### config.mk
export PLATFORM = sky130hd
export DESIGN_NAME = jtdsp16_rom_arb
export DESIGN_NICKNAME = d
export VERILOG_FILES = /design/src/rtl/jtdsp16_rom_arb.sv
export SDC_FILE = /design/constraint.sdc
export NUM_CORES = 1
export LEC_CHECK = 0
export ABC_AREA = 1
export BUFFER_PORTS_ARGS = -buffer_cell sky130_fd_sc_hd__buf_2
export CAP_MARGIN = 20
export CORE_UTILIZATION = 57
export CTS_CLUSTER_SIZE = 12
export DETAILED_ROUTE_END_ITERATION = 7
export MAX_ROUTING_LAYER = met4
export PLACE_DENSITY = 0.93
export REMOVE_ABC_BUFFERS = 1
export SETUP_SLACK_MARGIN = 0.3
export SYNTH_ARGS = -nofsm -noshare
export SYNTH_HDL_FRONTEND = slang
export SYNTH_SLANG_ARGS = --single-unit
### constraint.sdc
create_clock -name clk -period 3.24 [get_ports clk]
set_input_delay 0.486 -clock clk [delete_from_list [all_inputs] [get_ports clk]]
set_output_delay 0.486 -clock clk [all_outputs]
set_load 0.005 [all_outputs]
### src/rtl/jtdsp16_rom_arb.sv
// Shares the program-ROM port between table reads and instruction fetches, one access at a time.
// Latency: 2 cen cycles on a hit, 3+wait for a fetch, 5+waits for table+fetch; cpu_cen held low meanwhile.
module jtdsp16_rom_arb #(
  parameter int AW     = 16,
  parameter int DW     = 16,
  parameter bit HIT_EN = 1'b1
) (
  input  logic          clk,
  input  logic          rst_n,
  input  logic          cen,
  input  logic [AW-1:0] fetch_addr,
  input  logic          tbl_req,
  input  logic [AW-1:0] tbl_addr,
  output logic          cpu_cen,
  output logic [DW-1:0] fetch_data,
  output logic [DW-1:0] tbl_data,
  output logic [AW-1:0] mem_addr,
  output logic          mem_cs,
  input  logic          mem_ok,
  input  logic [DW-1:0] mem_data,
  output logic [7:0]    stall_cnt
);

  typedef enum logic [2:0] {
    IDLE  = 3'd0,
    TBL   = 3'd1,
    FETCH = 3'd2,
    GAP   = 3'd3,
    READY = 3'd4
  } state_t;

  state_t        state;
  logic [AW-1:0] fetch_reg;
  logic [AW-1:0] last_addr;
  logic          need_fetch;
  logic          hit_valid;
  logic          ready;
  logic          hit;

  assign hit = HIT_EN && hit_valid && (fetch_addr == last_addr);

  // ready is the registered enable; masking with cen keeps the pulse inside a cen cycle
  assign cpu_cen = ready & cen;

  always_ff @(posedge clk or negedge rst_n) begin
    if (!rst_n) begin
      state      <= IDLE;
      fetch_reg  <= '0;
      last_addr  <= '0;
      need_fetch <= 1'b0;
      hit_valid  <= 1'b0;
      ready      <= 1'b0;
      mem_cs     <= 1'b0;
      mem_addr   <= '0;
      fetch_data <= '0;
      tbl_data   <= '0;
      stall_cnt  <= '0;
    end else if (cen) begin
      if (!ready && stall_cnt != 8'hFF) begin
        stall_cnt <= stall_cnt + 8'd1;
      end
      case (state)
        IDLE: begin
          fetch_reg  <= fetch_addr;
          need_fetch <= !hit;
          if (tbl_req) begin
            state    <= TBL;
            mem_cs   <= 1'b1;
            mem_addr <= tbl_addr;
          end else if (!hit) begin
            state    <= FETCH;
            mem_cs   <= 1'b1;
            mem_addr <= fetch_addr;
          end else begin
            state <= READY;
            ready <= 1'b1;
          end
        end
        TBL: begin
          if (mem_ok && mem_cs) begin
            tbl_data <= mem_data;
            mem_cs   <= 1'b0;
            state    <= GAP;
          end
        end
        // One idle cycle so the controller sees a fresh request edge for the fetch
        GAP: begin
          if (need_fetch) begin
            state    <= FETCH;
            mem_cs   <= 1'b1;
            mem_addr <= fetch_reg;
          end else begin
            state <= READY;
            ready <= 1'b1;
          end
        end
        FETCH: begin
          if (mem_ok && mem_cs) begin
            fetch_data <= mem_data;
            last_addr  <= fetch_reg;
            hit_valid  <= 1'b1;
            mem_cs     <= 1'b0;
            ready      <= 1'b1;
            state      <= READY;
          end
        end
        READY: begin
          ready <= 1'b0;
          state <= IDLE;
        end
        default: begin
          ready  <= 1'b0;
          mem_cs <= 1'b0;
          state  <= IDLE;
        end
      endcase
    end
  end

endmodule

==> flow_results.xml, run 1 <==
<?xml version="1.0" encoding="UTF-8"?>
<metrics>
  <group name="outcome">
    <metric name="outcome" unit="">finished clean</metric>
  </group>
  <group name="finish">
    <metric name="layout-area-overhead-vs-synth" unit="%">18.0</metric>
    <metric name="nets" unit="">685</metric>
    <metric name="n_antenna_cell" unit="">0</metric>
    <metric name="finish.instance_area" unit="mm2">0.00523</metric>
    <metric name="final_util" unit="%">71.0</metric>
    <metric name="fill_cells" unit="">545</metric>
    <metric name="post_route_cells_drive_above_1_share" unit="%">24.5</metric>
  </group>
  <group name="synthesis">
    <metric name="synthesis.area" unit="mm2">0.00443</metric>
    <metric name="synth_area_leaders" unit="">dfrtp_1 (54%), nand2_1 (14%), o21ai_0 (9.3%), inv_1 (5.1%), nand4_1 (2.4%)</metric>
    <metric name="synth.top_cell.area_share" unit="%">53.6</metric>
    <metric name="ys_warn_count" unit="">0</metric>
    <metric name="synth.lib_cells_used.distinct" unit="">30</metric>
    <metric name="syn_avg_cell_area" unit="um2">8.36</metric>
    <metric name="synth.yosys.seq_area_share" unit="%">53.6</metric>
    <metric name="synth-main-ff-cell" unit="">dfrtp_1</metric>
    <metric name="synth_edf_count" unit="">0</metric>
    <metric name="yosysMostFrequentCell" unit="">nand2_1</metric>
    <metric name="ranking_of_synthesized_cells_by_instance_count" unit="">nand2_1 (161), dfrtp_1 (95), o21ai_0 (82)</metric>
    <metric name="synth-async-reset-ratio" unit="%">100</metric>
    <metric name="postSynthCellCount" unit="">530</metric>
    <metric name="synth.largest_area_cell" unit="">dfrtp_1</metric>
    <metric name="ys_ff_latch" unit="">95</metric>
  </group>
  <group name="timing">
    <metric name="final-max-slew-violation-count" unit="">0</metric>
    <metric name="rsz_0062_raised_after_global_routing" unit="">no</metric>
    <metric name="report.final.hold_viol_count" unit="">0</metric>
    <metric name="finClkSkew" unit="ps">7.60</metric>
    <metric name="report.final.setup_viol" unit="">0</metric>
    <metric name="setup_tns" unit="ps">0</metric>
    <metric name="pin_slew_with_the_least_headroom_to_its_limit" unit="ps">1020</metric>
    <metric name="timing.slew.headroom" unit="%">31.7</metric>
    <metric name="final.period_utilization" unit="%">66.3</metric>
    <metric name="timing.final.crit_period" unit="ps">2150</metric>
    <metric name="fmax" unit="MHz">465</metric>
  </group>
  <group name="power_and_ir_drop">
    <metric name="switchingPower" unit="mW">1.66</metric>
    <metric name="vdd_drop_max" unit="mV">0.376</metric>
    <metric name="internal_cell_power" unit="mW">2.74</metric>
    <metric name="seqPwrFrac" unit="%">46.4</metric>
    <metric name="static-leakage-power" unit="nW">2.80</metric>
    <metric name="power.switching_fraction" unit="%">37.8</metric>
    <metric name="powerDensity" unit="mW/mm2">841</metric>
    <metric name="portion_of_total_power_attributed_to_combinational_logic" unit="%">35.3</metric>
    <metric name="post-layout-total-power" unit="mW">4.40</metric>
    <metric name="share_clk_of_total_power" unit="%">18.3</metric>
  </group>
  <group name="critical_path">
    <metric name="cp_data_required_time" unit="ps">3440</metric>
    <metric name="rr_worst_depth" unit="">5</metric>
    <metric name="worstSetupStartpointType" unit="">primary input</metric>
    <metric name="cpPeakStageDelay" unit="ps">600</metric>
    <metric name="biggest_fanout_along_the_worst_timing_path" unit="">65</metric>
    <metric name="path_cells" unit="">buf_2 -&gt; inv_1 -&gt; nor2_1 -&gt; nand2_2 -&gt; nand2_1 -&gt; o21ai_0</metric>
    <metric name="endpoint_kind" unit="">flop</metric>
    <metric name="cell_family_with_the_largest_share_of_critical_path_delay" unit="">simple AND/OR/NAND/NOR gates</metric>
    <metric name="critPathBufInv" unit="">2</metric>
    <metric name="critPathKind" unit="">in -&gt; reg</metric>
    <metric name="critical-path-slowest-cell" unit="">nand2_2</metric>
    <metric name="worstPathArrival" unit="ps">2350</metric>
    <metric name="cp_num_cells" unit="">6</metric>
  </group>
  <group name="clock_network">
    <metric name="clk_transition_reported_paths" unit="ps">90</metric>
    <metric name="holdBufCountCts" unit="">0</metric>
    <metric name="number_of_levels_the_h_tree_was_split_into" unit="">3</metric>
    <metric name="clock_sinks" unit="">95</metric>
    <metric name="clock-root-buffer" unit="">clkbuf_8</metric>
    <metric name="cts_resized" unit="">0</metric>
    <metric name="tritoncts.num_buffers" unit="">9</metric>
    <metric name="clock_latency" unit="ps">370</metric>
    <metric name="post-cts-setup-buffers" unit="">0</metric>
    <metric name="max-clock-path-buffers" unit="">2</metric>
    <metric name="clock_tree_from_tritoncts" unit="">built</metric>
  </group>
  <group name="floorplan">
    <metric name="num_io_pins" unit="">111</metric>
    <metric name="design.die.area" unit="mm2">0.00813</metric>
    <metric name="floorplan.die.height" unit="um">90.2</metric>
    <metric name="placement_rows" unit="">31</metric>
    <metric name="placeableCoreArea" unit="mm2">0.00737</metric>
    <metric name="start_util" unit="%">60.2</metric>
    <metric name="dieWidth" unit="um">90.2</metric>
  </group>
  <group name="global_route">
    <metric name="grt_start_max_net_pins" unit="">66</metric>
    <metric name="grt_busiest_layer" unit="">met2</metric>
    <metric name="groute.usage.overall" unit="%">28.5</metric>
    <metric name="antenna_found_initial" unit="">0</metric>
    <metric name="met2_usage" unit="%">42.9</metric>
    <metric name="use_met3" unit="%">5.75</metric>
    <metric name="grt_pass1_wl" unit="mm">17.8</metric>
    <metric name="globalRouteMet1Util" unit="%">37.4</metric>
    <metric name="grt_pass1_vias" unit="">3798</metric>
    <metric name="overflow" unit="">0</metric>
  </group>
  <group name="drt">
    <metric name="iter_0_drt_violations" unit="">297</metric>
    <metric name="post_drt_via_cell_ratio" unit="">5.43</metric>
    <metric name="drt_pre_antenna_iters" unit="">5</metric>
    <metric name="drt-wirelength-per-cell" unit="um">14.5</metric>
    <metric name="postRouteAntennaNets" unit="">0</metric>
    <metric name="wl" unit="mm">10.6</metric>
    <metric name="via_count" unit="">3991</metric>
    <metric name="drt_drc_violations_left" unit="">0</metric>
  </group>
  <group name="place">
    <metric name="post_dp_cell_area" unit="mm2">0.00502</metric>
    <metric name="routabilityCongestion" unit="">0.895</metric>
    <metric name="hpwlAfterDp" unit="mm">7.31</metric>
    <metric name="portBuffers" unit="">110</metric>
  </group>
  <group name="worst_hold_path">
    <metric name="hold_class" unit="">in -&gt; async</metric>
  </group>
  <group name="job">
    <metric name="timing.max_cap.violations" unit="">0</metric>
  </group>
</metrics>
==> per-layer routing <==
metal	wire, um	part of all wire (%)
met1	4470	42
met4	373	3.5
met3	664	6.2
met5	0	0
met2	5120	48
==> per-stage QoR <==
stage,setup WS [ps],hold slack [ps],std cells
2_1_floorplan,1390,190,506
3_3_place_gp,999,436,719
3_5_place_dp,820,445,719
4_1_cts,1140,176,735
5_1_grt,965,201,735
6_report,1090,160,735
==> cell families after synthesis <==
group	count (synthesis)	share of synthesized area, %
and+or+nand+nor	230	22.7
AOI/OAI and AO/OA	102	12.6
DFF	95	53.6
buffers and inverters	89	8.19
xor gates and xnor gates	12	2.37
muxes	1	0.254
adders and majority gates	1	0.282
==> worst paths after layout <==
kind | from | to | slack (ps)
min in group clk | fetch_addr[9] | fetch_reg[9] | 350
min | rst_n | fetch_data[14] | 160
max in group asynchronous | rst_n | need_fetch | 2310
min reg2reg | hit_valid | hit_valid | 460
max | cen | last_addr[9] | 1090
max reg2reg | state[1] | last_addr[9] | 1110
==> area by class of cell <==
| class | instances | area [um2] | area share [%] |
|---|---|---|---|
| clock buffers | 12 | 155 | 2.97 |
| well taps | 99 | 124 | 2.37 |
| multi-input cells | 346 | 1700 | 32.4 |
| repair buffers | 114 | 583 | 11.1 |
| inverters | 65 | 244 | 4.66 |
| clock inverters | 4 | 53.8 | 1.03 |
| flip-flops and latches | 95 | 2380 | 45.4 |
==> power by group through the flow <==
| stage | sequential (mW) | combinational (mW) | clock, mW |
|---|---|---|---|
| 2_1_floorplan | 2.02 | 0.885 | 0 |
| 3_3_place_gp | 2.01 | 1.47 | 0 |
| 3_5_place_dp | 2.04 | 1.55 | 0 |
| 4_1_cts | 2.03 | 1.56 | 0.819 |
| 5_1_grt | 2.09 | 1.77 | 0.873 |
| 6_report | 2.04 | 1.55 | 0.807 |
==> placed cells by master, fill, tap and decap left out, types with 2 or more instances in the layout <==
master / Yosys / final
a31oi_1: 6 / 6
buf_2: 10 / 109
buf_4: 0 / 5
clkbuf_8: 0 / 11
clkinvlp_4: 0 / 2
dfrtp_1: 95 / 95
inv_1: 60 / 60
inv_2: 4 / 4
nand2_1: 161 / 160
nand2_2: 10 / 11
nand3_1: 8 / 8
nand4_1: 17 / 17
nor2_1: 22 / 22
nor2_2: 5 / 5
nor3_1: 2 / 2
o211ai_1: 10 / 10
o21ai_0: 82 / 82
xnor2_1: 8 / 8
xor2_1: 4 / 4
==> worst register-to-register path: stages (launching register included) <==
cell	delay, ps
dfrtp_1	430
inv_1	100
nor3_1	280
nand2_2	650
nand2_1	350
o21ai_0	140
(Power assumes the default switching activity.)
==> run 2, diff against run 1 <==
- CORE_UTILIZATION: 57 -> 48
- PLACE_DENSITY: 0.93 -> 0.84
- clock period: 3.24 -> 1.9 ns (I/O delays scaled with it)
==> flow_results.xml, run 2 (synthesized netlist as in run 1, its figures left out) <==
<?xml version="1.0" encoding="UTF-8"?>
<metrics>
  <group name="finish">
    <metric name="n_antenna_cell" unit="">0</metric>
    <metric name="post_route_cells_drive_above_1_share" unit="%">27.3</metric>
    <metric name="nets" unit="">702</metric>
    <metric name="layout-area-overhead-vs-synth" unit="%">22.2</metric>
    <metric name="final_util" unit="%">61.2</metric>
    <metric name="most-common-layout-cells" unit="">nand2_1 (159), buf_2 (109), dfrtp_1 (95)</metric>
    <metric name="mostFrequentLayoutCell" unit="">nand2_1</metric>
  </group>
  <group name="floorplan">
    <metric name="design.die.area" unit="mm2">0.00962</metric>
    <metric name="dieWidth" unit="um">98.1</metric>
    <metric name="num_io_pins" unit="">111</metric>
    <metric name="placeableCoreArea" unit="mm2">0.00885</metric>
    <metric name="placement_rows" unit="">34</metric>
    <metric name="floorplan.die.height" unit="um">98.1</metric>
    <metric name="start_util" unit="%">50.1</metric>
  </group>
  <group name="timing">
    <metric name="timing.final.crit_period" unit="ps">1560</metric>
    <metric name="pin_slew_with_the_least_headroom_to_its_limit" unit="ps">420</metric>
    <metric name="finClkSkew" unit="ps">13.3</metric>
    <metric name="fmax" unit="MHz">641</metric>
    <metric name="report.final.setup_viol" unit="">0</metric>
    <metric name="timing.slew.headroom" unit="%">72.0</metric>
    <metric name="layout_setup_ws" unit="ps">340</metric>
    <metric name="setup_tns" unit="ps">0</metric>
    <metric name="final-max-slew-violation-count" unit="">0</metric>
    <metric name="rsz_0062_raised_after_global_routing" unit="">yes</metric>
    <metric name="final.period_utilization" unit="%">82.1</metric>
    <metric name="report.final.hold_viol_count" unit="">0</metric>
  </group>
  <group name="global_route">
    <metric name="grt_pass1_wl" unit="mm">17.8</metric>
    <metric name="grt_start_max_net_pins" unit="">49</metric>
    <metric name="antenna_found_initial" unit="">0</metric>
    <metric name="grt_pass1_vias" unit="">3792</metric>
    <metric name="groute.usage.overall" unit="%">24.1</metric>
    <metric name="overflow" unit="">0</metric>
  </group>
  <group name="place">
    <metric name="place_ws" unit="ps">275</metric>
    <metric name="routabilityCongestion" unit="">0.859</metric>
    <metric name="hpwlAfterDp" unit="mm">7.65</metric>
    <metric name="portBuffers" unit="">110</metric>
  </group>
  <group name="worst_hold_path">
    <metric name="hold_class" unit="">in -&gt; reg</metric>
  </group>
  <group name="critical_path">
    <metric name="path_cells" unit="">ha_1 -&gt; inv_2 -&gt; nor2_1 -&gt; nand3_1 -&gt; nand2_4 -&gt; nor2_4 -&gt; nand3_1 -&gt; nor2_2 -&gt; xor2_1</metric>
    <metric name="critPathKind" unit="">reg -&gt; reg</metric>
    <metric name="endpoint_kind" unit="">flop</metric>
    <metric name="rr_worst_depth" unit="">9</metric>
    <metric name="cp-startpoint" unit="">stall_cnt[0]</metric>
    <metric name="crit_end" unit="">stall_cnt[7]</metric>
    <metric name="critical-path-slowest-cell" unit="">dfrtp_1</metric>
    <metric name="worstSetupStartpointType" unit="">flop</metric>
    <metric name="biggest_fanout_along_the_worst_timing_path" unit="">5</metric>
    <metric name="cpPeakStageDelay" unit="ps">400</metric>
    <metric name="regToRegStartpoint" unit="">stall_cnt[0]</metric>
    <metric name="timing.critical_path.mode_cell" unit="">nand3_1</metric>
    <metric name="cp_data_required_time" unit="ps">2180</metric>
    <metric name="reg2reg_to" unit="">stall_cnt[7]</metric>
    <metric name="ff2ff_setup_slack" unit="ps">340</metric>
    <metric name="worstPathArrival" unit="ps">1840</metric>
  </group>
  <group name="clock_network">
    <metric name="clock_latency" unit="ps">360</metric>
    <metric name="clock_sinks" unit="">95</metric>
    <metric name="clk_transition_reported_paths" unit="ps">90</metric>
    <metric name="clock_tree_from_tritoncts" unit="">built</metric>
    <metric name="number_of_levels_the_h_tree_was_split_into" unit="">3</metric>
    <metric name="tritoncts.num_buffers" unit="">9</metric>
    <metric name="max-clock-path-buffers" unit="">2</metric>
    <metric name="clock-root-buffer" unit="">clkbuf_8</metric>
  </group>
  <group name="drt">
    <metric name="via_count" unit="">3986</metric>
    <metric name="wl" unit="mm">10.8</metric>
    <metric name="postRouteAntennaNets" unit="">0</metric>
    <metric name="drt_drc_violations_left" unit="">3</metric>
    <metric name="post_drt_via_cell_ratio" unit="">5.24</metric>
    <metric name="iter_0_drt_violations" unit="">251</metric>
    <metric name="drt-wirelength-per-cell" unit="um">14.2</metric>
    <metric name="drt_pre_antenna_iters" unit="">7</metric>
  </group>
  <group name="job">
    <metric name="timing.max_cap.violations" unit="">0</metric>
  </group>
  <group name="power_and_ir_drop">
    <metric name="powerDensity" unit="mW/mm2">1380</metric>
    <metric name="vdd_drop_max" unit="mV">0.658</metric>
    <metric name="static-leakage-power" unit="nW">2.88</metric>
  </group>
  <group name="outcome">
    <metric name="outcome" unit="">finished with violations</metric>
    <metric name="violations" unit="">DRC</metric>
  </group>
</metrics>
[run 2: layout make-up]
cell class	instances	area, um2
timing repair buffer	131	749
tap	108	135
multi-input combinational	346	1750
sequential	95	2380
inverter	65	244
fill	789	3430
clock inverter	5	36.3
clock buffer	10	128
[run 2: metal layers]
metal  track usage, %  up-vias  part of all wire (%)
met2             38.2      151                    50
met3             4.15       27                   6.2
met5                -        -                     0
met1             31.1     1881                    42
li1                 -     1927                     -
met4             8.74        0                   1.4
[run 2: repair_timing]
| action | in CTS | in global routing |
|---|---|---|
| hold buffers | 1 | 0 |
| endpoints found under the setup margin | 17 | 24 |
| pin swaps | 1 | 1 |
| endpoints found under the hold margin | 29 | 0 |
| buffers inserted | 1 | 6 |
| cloned | 0 | 0 |
| gates resized for setup | 2 | 14 |
[run 2: report_power, final]
group	switching (mW)	leakage (nW)	total [mW]	internal, mW
clock	0.687	0.0744	1.16	0.469
combinational	1.65	1.59	2.89	1.25
sequential	0.557	1.21	3.45	2.89
[run 2: worst min path at each step]
stage	startpoint	endpoint	depth (start not counted)
after global routing	fetch_addr[7]	fetch_reg[7]	3
after floorplan	rst_n	fetch_data[0]	0
final	fetch_addr[9]	fetch_reg[9]	3
after CTS	fetch_addr[9]	fetch_reg[9]	3
after detailed placement	rst_n	fetch_reg[6]	1
after global placement	rst_n	last_addr[8]	1
[run 2: worst max-delay path, delay by kind of cell (launching register included)]
| kind | cells | cell delay [ps] |
|---|---|---|
| buffers and inverters | 1 | 80 |
| and+or+nand+nor | 6 | 650 |
| xor gates and xnor gates | 1 | 140 |
| DFF | 1 | 400 |
| adders and majority gates | 1 | 210 |
[run 2: metrics by stage]
stage	hold WS, ps	power (mW)	instances	cell area [um2]
final	144	7.49	760	5420
after global routing	157	8.09	760	5420
after CTS	145	7.36	754	5300
after detailed placement	253	6.17	737	5110
after global placement	241	5.99	737	5110
after floorplan	-10.6	4.95	506	4310
==> run 3, diff against run 2 <==
- clock period: 1.9 -> 1.4 ns (I/O delays scaled with it)
==> flow_results.xml, run 3 (synthesized netlist as in run 1, its figures left out) <==
<?xml version="1.0" encoding="UTF-8"?>
<metrics>
  <group name="timing">
    <metric name="timing.slew.headroom" unit="%">69.7</metric>
    <metric name="setup_tns" unit="ps">-20390</metric>
    <metric name="report.final.setup_viol" unit="">95</metric>
    <metric name="report.final.hold_viol_count" unit="">0</metric>
    <metric name="finClkSkew" unit="ps">16.9</metric>
    <metric name="rsz_0062_raised_after_global_routing" unit="">yes</metric>
    <metric name="fmax" unit="MHz">487</metric>
    <metric name="final.period_utilization" unit="%">147</metric>
    <metric name="final-max-slew-violation-count" unit="">0</metric>
    <metric name="pin_slew_with_the_least_headroom_to_its_limit" unit="ps">450</metric>
    <metric name="timing.final.crit_period" unit="ps">2050</metric>
    <metric name="layout_setup_ws" unit="ps">-652</metric>
  </group>
  <group name="critical_path">
    <metric name="worstPathArrival" unit="ps">2320</metric>
    <metric name="regToRegStartpoint" unit="">hit_valid</metric>
    <metric name="cell_family_with_the_largest_share_of_critical_path_delay" unit="">simple AND/OR/NAND/NOR gates</metric>
    <metric name="worstSetupStartpointType" unit="">flop</metric>
    <metric name="critical-path-slowest-cell" unit="">dfrtp_1</metric>
    <metric name="critPathKind" unit="">reg -&gt; reg</metric>
    <metric name="reg2reg_to" unit="">mem_addr[11]</metric>
    <metric name="cp_data_required_time" unit="ps">1670</metric>
    <metric name="ff2ff_setup_slack" unit="ps">-650</metric>
    <metric name="critPathBufInv" unit="">2</metric>
    <metric name="path_cells" unit="">inv_1 -&gt; a21oi_1 -&gt; nand3_1 -&gt; nor2_4 -&gt; nand4_4 -&gt; buf_6 -&gt; nand4_1 -&gt; nand2_1</metric>
    <metric name="crit_end" unit="">mem_addr[11]</metric>
    <metric name="cp_num_cells" unit="">8</metric>
    <metric name="rr_worst_depth" unit="">8</metric>
    <metric name="biggest_fanout_along_the_worst_timing_path" unit="">6</metric>
    <metric name="cp-startpoint" unit="">hit_valid</metric>
    <metric name="endpoint_kind" unit="">flop</metric>
    <metric name="cpPeakStageDelay" unit="ps">480</metric>
  </group>
  <group name="finish">
    <metric name="most-common-layout-cells" unit="">buf_2 (102), nand2_1 (92), dfrtp_1 (91)</metric>
    <metric name="fill_cells" unit="">423</metric>
    <metric name="finish.instance_area" unit="mm2">0.00746</metric>
    <metric name="post_route_cells_drive_above_1_share" unit="%">54.2</metric>
    <metric name="nets" unit="">803</metric>
    <metric name="layout-area-overhead-vs-synth" unit="%">68.3</metric>
    <metric name="mostFrequentLayoutCell" unit="">buf_2</metric>
  </group>
  <group name="floorplan">
    <metric name="placement_rows" unit="">34</metric>
    <metric name="start_util" unit="%">50.1</metric>
    <metric name="num_io_pins" unit="">111</metric>
    <metric name="design.die.area" unit="mm2">0.00962</metric>
    <metric name="placeableCoreArea" unit="mm2">0.00885</metric>
    <metric name="dieWidth" unit="um">98.1</metric>
    <metric name="floorplan.die.height" unit="um">98.1</metric>
  </group>
  <group name="place">
    <metric name="routabilityCongestion" unit="">0.908</metric>
    <metric name="portBuffers" unit="">110</metric>
    <metric name="post_dp_cell_area" unit="mm2">0.00535</metric>
    <metric name="hpwlAfterDp" unit="mm">7.76</metric>
  </group>
  <group name="global_route">
    <metric name="grt_pass1_vias" unit="">4713</metric>
    <metric name="groute.usage.overall" unit="%">33.4</metric>
    <metric name="grt_start_max_net_pins" unit="">39</metric>
    <metric name="overflow" unit="">0</metric>
    <metric name="grt_pass1_wl" unit="mm">23.8</metric>
    <metric name="antenna_found_initial" unit="">1</metric>
  </group>
  <group name="clock_network">
    <metric name="clock_tree_from_tritoncts" unit="">built</metric>
    <metric name="clock_latency" unit="ps">390</metric>
    <metric name="clk_transition_reported_paths" unit="ps">100</metric>
    <metric name="max-clock-path-buffers" unit="">2</metric>
    <metric name="number_of_levels_the_h_tree_was_split_into" unit="">3</metric>
    <metric name="tritoncts.num_buffers" unit="">9</metric>
    <metric name="clock-root-buffer" unit="">clkbuf_8</metric>
    <metric name="clock_sinks" unit="">95</metric>
  </group>
  <group name="drt">
    <metric name="via_count" unit="">5386</metric>
    <metric name="post_drt_via_cell_ratio" unit="">6.24</metric>
    <metric name="iter_0_drt_violations" unit="">438</metric>
    <metric name="drt_pre_antenna_iters" unit="">8</metric>
    <metric name="drt_drc_violations_left" unit="">3</metric>
    <metric name="drt-wirelength-per-cell" unit="um">23.9</metric>
    <metric name="wl" unit="mm">20.6</metric>
    <metric name="postRouteAntennaNets" unit="">0</metric>
  </group>
  <group name="power_and_ir_drop">
    <metric name="vdd_drop_max" unit="mV">1.23</metric>
    <metric name="static-leakage-power" unit="nW">3.84</metric>
    <metric name="powerDensity" unit="mW/mm2">2090</metric>
  </group>
  <group name="outcome">
    <metric name="outcome" unit="">finished with violations</metric>
    <metric name="violations" unit="">DRC, setup timing</metric>
  </group>
  <group name="worst_hold_path">
    <metric name="hold_path_depth" unit="">3</metric>
    <metric name="hold_class" unit="">in -&gt; reg</metric>
  </group>
  <group name="job">
    <metric name="timing.max_cap.violations" unit="">0</metric>
  </group>
</metrics>
[run 3: power by group]
group	internal, mW	switching [mW]	total, mW
sequential	3.93	0.988	4.92
combinational	4.14	4.36	8.50
clock	1.06	1.10	2.15
total	9.13	6.44	15.6
[run 3: what timing repair did]
action,4_1_cts,5_1_grt
hold endpoints to repair,23,0
gates cloned,12,6
hold buffers,1,0
setup buffers,31,38
pin swaps,30,28
endpoints found under the setup margin,132,153
resized for setup,80,218
[run 3: worst min-delay path by stage]
stage / startpoint / end / slack (ps)
2_1_floorplan: rst_n / fetch_data[0] / -90
5_1_grt: fetch_addr[9] / fetch_reg[9] / 70
3_5_place_dp: rst_n / fetch_reg[8] / 150
6_report: fetch_addr[9] / fetch_reg[9] / 60
4_1_cts: fetch_addr[9] / fetch_reg[9] / 70
3_3_place_gp: rst_n / last_addr[8] / 140
[run 3: layout make-up]
| type | instances | area, um2 | share of cell area [%] |
|---|---|---|---|
| Tap cell | 108 | 135 | 1.81 |
| Antenna cell | 1 | 2.50 | 0.0335 |
| Clock inverter | 5 | 81.3 | 1.09 |
| Sequential cell | 95 | 2380 | 31.9 |
| Multi-Input combinational cell | 347 | 2380 | 32.0 |
| Timing Repair Buffer | 231 | 2090 | 28.0 |
| Clock buffer | 11 | 141 | 1.90 |
| Inverter | 65 | 246 | 3.30 |
[run 3: metrics by stage]
stage	setup WS (ps)	util, %	cells	total power, mW	hold WS (ps)
floorplan	-441	-	506	6.71	-85.6
global placement	-57.5	60.4	758	8.54	140
detailed placement	-91.0	60.4	758	8.76	146
CTS	-109	72.7	818	12.3	71.9
global route	-573	84.3	863	16.1	66.8
finish	-652	84.3	863	15.6	55.8
[run 3: worst reg2reg max path, stage by stage, from the launching register on]
cell     delay (ps)
dfrtp_1         480
inv_1           130
a21oi_1         240
nand3_1         190
nor2_4          220
nand4_4         220
buf_6           220
nand4_1         130
nand2_1         110
[run 3: routing by layer]
| metal | up-vias | wire, um | global-route usage, % | share of wire, % |
|---|---|---|---|---|
| li1 | 2149 | - | - | - |
| met1 | 2552 | 7100 | 40.2 | 34 |
| met2 | 500 | 9330 | 52.9 | 45 |
| met3 | 185 | 2600 | 7.80 | 13 |
| met4 | 0 | 1620 | 16.2 | 7.8 |
| met5 | - | 0 | - | 0 |
